===== src/rtl/step_timer.sv =====
// Animation step timer: free-running period when enabled, manual single steps when frozen.
module step_timer #(
  parameter int unsigned STEP_CYCLES = 40960
) (
  input  logic clk,
  input  logic nrst,
  input  logic enable,
  input  logic step_req,
  input  logic clear,
  output logic advance
);

  localparam int unsigned CNT_W = $clog2(STEP_CYCLES);

  logic [CNT_W-1:0] count_q;
  logic             wrap_c;

  assign wrap_c = (count_q == CNT_W'(STEP_CYCLES - 1));

  // step_req only matters while frozen, so a coincident wrap cannot double-step.
  assign advance = !clear && (enable ? wrap_c : step_req);

  always_ff @(posedge clk or negedge nrst) begin
    if (!nrst) begin
      count_q <= '0;
    end else if (clear) begin
      count_q <= '0;
    end else if (enable) begin
      count_q <= wrap_c ? '0 : count_q + CNT_W'(1);
    end
  end

endmodule


===== config.mk =====
export PLATFORM = sky130hd
export DESIGN_NAME = step_timer
export DESIGN_NICKNAME = d
export VERILOG_FILES = /design/src/rtl/step_timer.sv
export SDC_FILE = /design/constraint.sdc
export NUM_CORES = 1
export LEC_CHECK = 0
export CAP_MARGIN = 20
export CORE_MARGIN = 3
export CORE_UTILIZATION = 45
export CTS_CLUSTER_DIAMETER = 150
export CTS_CLUSTER_SIZE = 25
export DETAILED_ROUTE_END_ITERATION = 8
export PLACE_DENSITY = 0.66
export SLEW_MARGIN = 0
export SYNTH_ARGS = -nofsm -noshare
export SYNTH_HDL_FRONTEND = slang
export SYNTH_SLANG_ARGS = --single-unit

===== constraint.sdc =====
create_clock -name clk -period 1.5 [get_ports clk]
set_clock_uncertainty 0.05 [all_clocks]
set_input_delay 0.225 -clock clk [delete_from_list [all_inputs] [get_ports clk]]
set_output_delay 0.225 -clock clk [all_outputs]
set_load 0.01 [all_outputs]

==> flow_summary.toml <==
[floorplan]
die-width_um = 51.1
rows = 15
die_area_um2 = 2620
die_h_um = 51.1
ios = 6
core_area_um2 = 1820
initial_core_util_pct = 50.4

[synthesis]
synth-edff-count = 0
yosysWarnings = 0
syn_nets = 104
synth.avg_cell_area_um2 = 9.36
synth_top_cell_by_area = "dfrtp_1"
synth-main-ff-cell = "dfrtp_1"
ys_ff_latch = 16
ys_top_cells_by_area = "dfrtp_1, xnor2_1, nor2_1"
synthTopCellsByCount = "dfrtp_1, nor2_1, xnor2_1"
synthCells = 98
synth.most_common_cell = "dfrtp_1"
syn_area_um2 = 917
ys_types = 27
synth_seq_area_share_pct = 43.7
synth_top_area_share_pct = 43.7
async_flop_share_pct = 100

[power_and_ir_drop]
power_frac_seq_pct = 58.1
pwr-share-comb_pct = 12.1
p_int_mw = 0.571
p_switching_mw = 0.186
p_sw_share_pct = 24.6
worst_ir_drop_vdd_v = 0.000428
p_clk_share_pct = 29.8
total_leakage_power_nw = 0.687
power.density_nw_per_um2 = 505

[detailed_routing]
drt_iter0_markers = 25
wire_per_inst_um = 18.4
vias_per_cell = 5.89
ant_nets = 0
drt_pass1_iterations = 4
routed_wl_um = 3030
route.detailed.drc = 0
num_vias = 972

[critical_path]
cpPeakStageDelay_ps = 420
cpLargestDelayFamily = "flip-flops"
cp.arrival_ps = 1580
cp.buffers_inverters = 1
slowest_stage = "dfrtp_1"
worstPathRequired_ps = 1220
start_kind = "flip-flop"
endpoint_kind = "output pin"
path_max_fanout = 2
worstPathCellList = "ha_4 -> nand3_4 -> nor4_4 -> nand3_1 -> a21oi_2 -> buf_2"
worstSetupPathType = "reg -> out"

[grt]
track_usage_pct = 23.3
antenna_found_initial = 0
grt_pass1_wl_um = 4460
gr-total-overflow = 0
grt_max_degree = 17
grt_pass1_vias = 930

[clock_tree]
htree_levels = 1
cts_sinks = 16
cts_buffer_depth = 2
clk_pin_slew_worst_paths_ps = 90
cts-root-buf = "clkbuf_4"
clk_latency_ps = 280
cts_tree = "built"
cts_buffers = 3

[sta]
setup_violations = 9
maxSlewHeadroom_pct = 72.9
timing.final.max_slew_violations = 0
period_minus_slack_ps = 1850
final.setup.worst_slack_ps = -352
hold_violations = 0
worst_slew_pin_slew_ps = 405
grt_setup_unrepaired = "yes"
fmax_mhz = 540
period_share_pct = 123

[finish]
nets = 148
top_regs = "count_q: 16 flops"
drive_gt1_share_pct = 52.1
fin_area_um2 = 1500
multi_input_area_um2 = 687
areaGrowthSynthToFinish_pct = 63.4
final_util_pct = 82.3
largest_reg_flops = 16
diodes = 0
fin_cells = 165
largest_register = "count_q"
fillers = 103
seq_area_um2 = 400

[placement]
port_buffers = 5
pre_cts_ws_ps = -519
dpl.hpwl_um = 1580
placed_cell_area_um2 = 1210
dp.cells = 155
gp_congestion = 0.875

[outcome]
failed_checks = "negative setup slack"
status = "complete, but fails checks"

[min_path]
hold_path_class = "in -> async"

[flow_run]
drv_cap = 0
## per-layer routing
metal / up-vias / track usage (%) / wire length (um)
met2: 40 / 41.2 / 1610
met1: 495 / 28.9 / 1250
met4: 0 / 9.87 / 35
met5: - / 0 / 0
met3: 6 / 2.04 / 133
li1: 431 / - / -
## final cells by class
cell class,count,share of cell area (%)
timing repair buffer,42,22.6
inverter,5,1.25
multi-input combinational,74,45.8
sequential,16,26.7
clock buffer,3,1.50
tap,25,2.09
## timing repair
action,CTS,global route
setup buffers,14,1
hold buffers,0,0
resized for setup,30,15
endpoints found under the hold margin,0,0
pin swaps,18,11
endpoints found under the setup margin,16,16
gates cloned,1,0
## cells in the final DEF (no fill, tap or decap), types with 5 or more instances in the layout
master / synthesis / layout
nor4_4: 0 / 5
xnor2_1: 10 / 10
buf_6: 0 / 5
buf_4: 1 / 32
nor2_1: 14 / 10
nand3_1: 7 / 5
a21oi_2: 1 / 5
dfrtp_1: 16 / 16
## stage by stage
| stage | hold WS, ps | setup TNS, ps | power [mW] |
|---|---|---|---|
| 2_1_floorplan | -121 | -6.20 | 0.472 |
| 3_3_place_gp | 514 | -4920 | 0.516 |
| 3_5_place_dp | 517 | -5180 | 0.519 |
| 4_1_cts | 215 | -1140 | 0.753 |
| 5_1_grt | 221 | -2190 | 0.788 |
| 6_report | 215 | -1520 | 0.757 |
## cells by family after synthesis
family | synth area share (%)
and+or+nand+nor | 30.7
adders and majority gates | 1.36
xor gates and xnor gates | 10.5
AOI/OAI and AO/OA | 8.32
buffers and inverters | 4.23
DFF | 43.7
muxes | 1.23
## power by group through the flow
stage | Clock [mW] | Combinational [mW] | Sequential [mW]
2_1_floorplan | 0 | 0.0251 | 0.447
3_3_place_gp | 0 | 0.0712 | 0.445
3_5_place_dp | 0 | 0.0735 | 0.446
4_1_cts | 0.231 | 0.0844 | 0.437
5_1_grt | 0.250 | 0.0976 | 0.440
6_report | 0.226 | 0.0914 | 0.440
## path summary, 6_finish.rpt
path | from | endpoint | slack, ps | cells past startpoint
max | count_q[0]$_DFFE_PN0P_ | advance | -350 | 6
min | nrst | count_q[7]$_DFFE_PN0P_ | 220 | 2
max reg2reg | count_q[0]$_DFFE_PN0P_ | count_q[3]$_DFFE_PN0P_ | -310 | 8
min reg2reg | count_q[12]$_DFFE_PN0P_ | count_q[12]$_DFFE_PN0P_ | 610 | 3
max in group asynchronous | nrst | count_q[5]$_DFFE_PN0P_ | 1000 | 2
min in group clk | clear | count_q[2]$_DFFE_PN0P_ | 510 | 3
## worst reg2reg max path: stages (launching register included)
cell	delay, ps
dfrtp_1	420
ha_4	180
nand3_4	70
buf_4	150
buf_6	110
buf_6	100
or4_4	450
a21oi_2	140
nor2_1	50
Power figures use the tool's default switching activity.
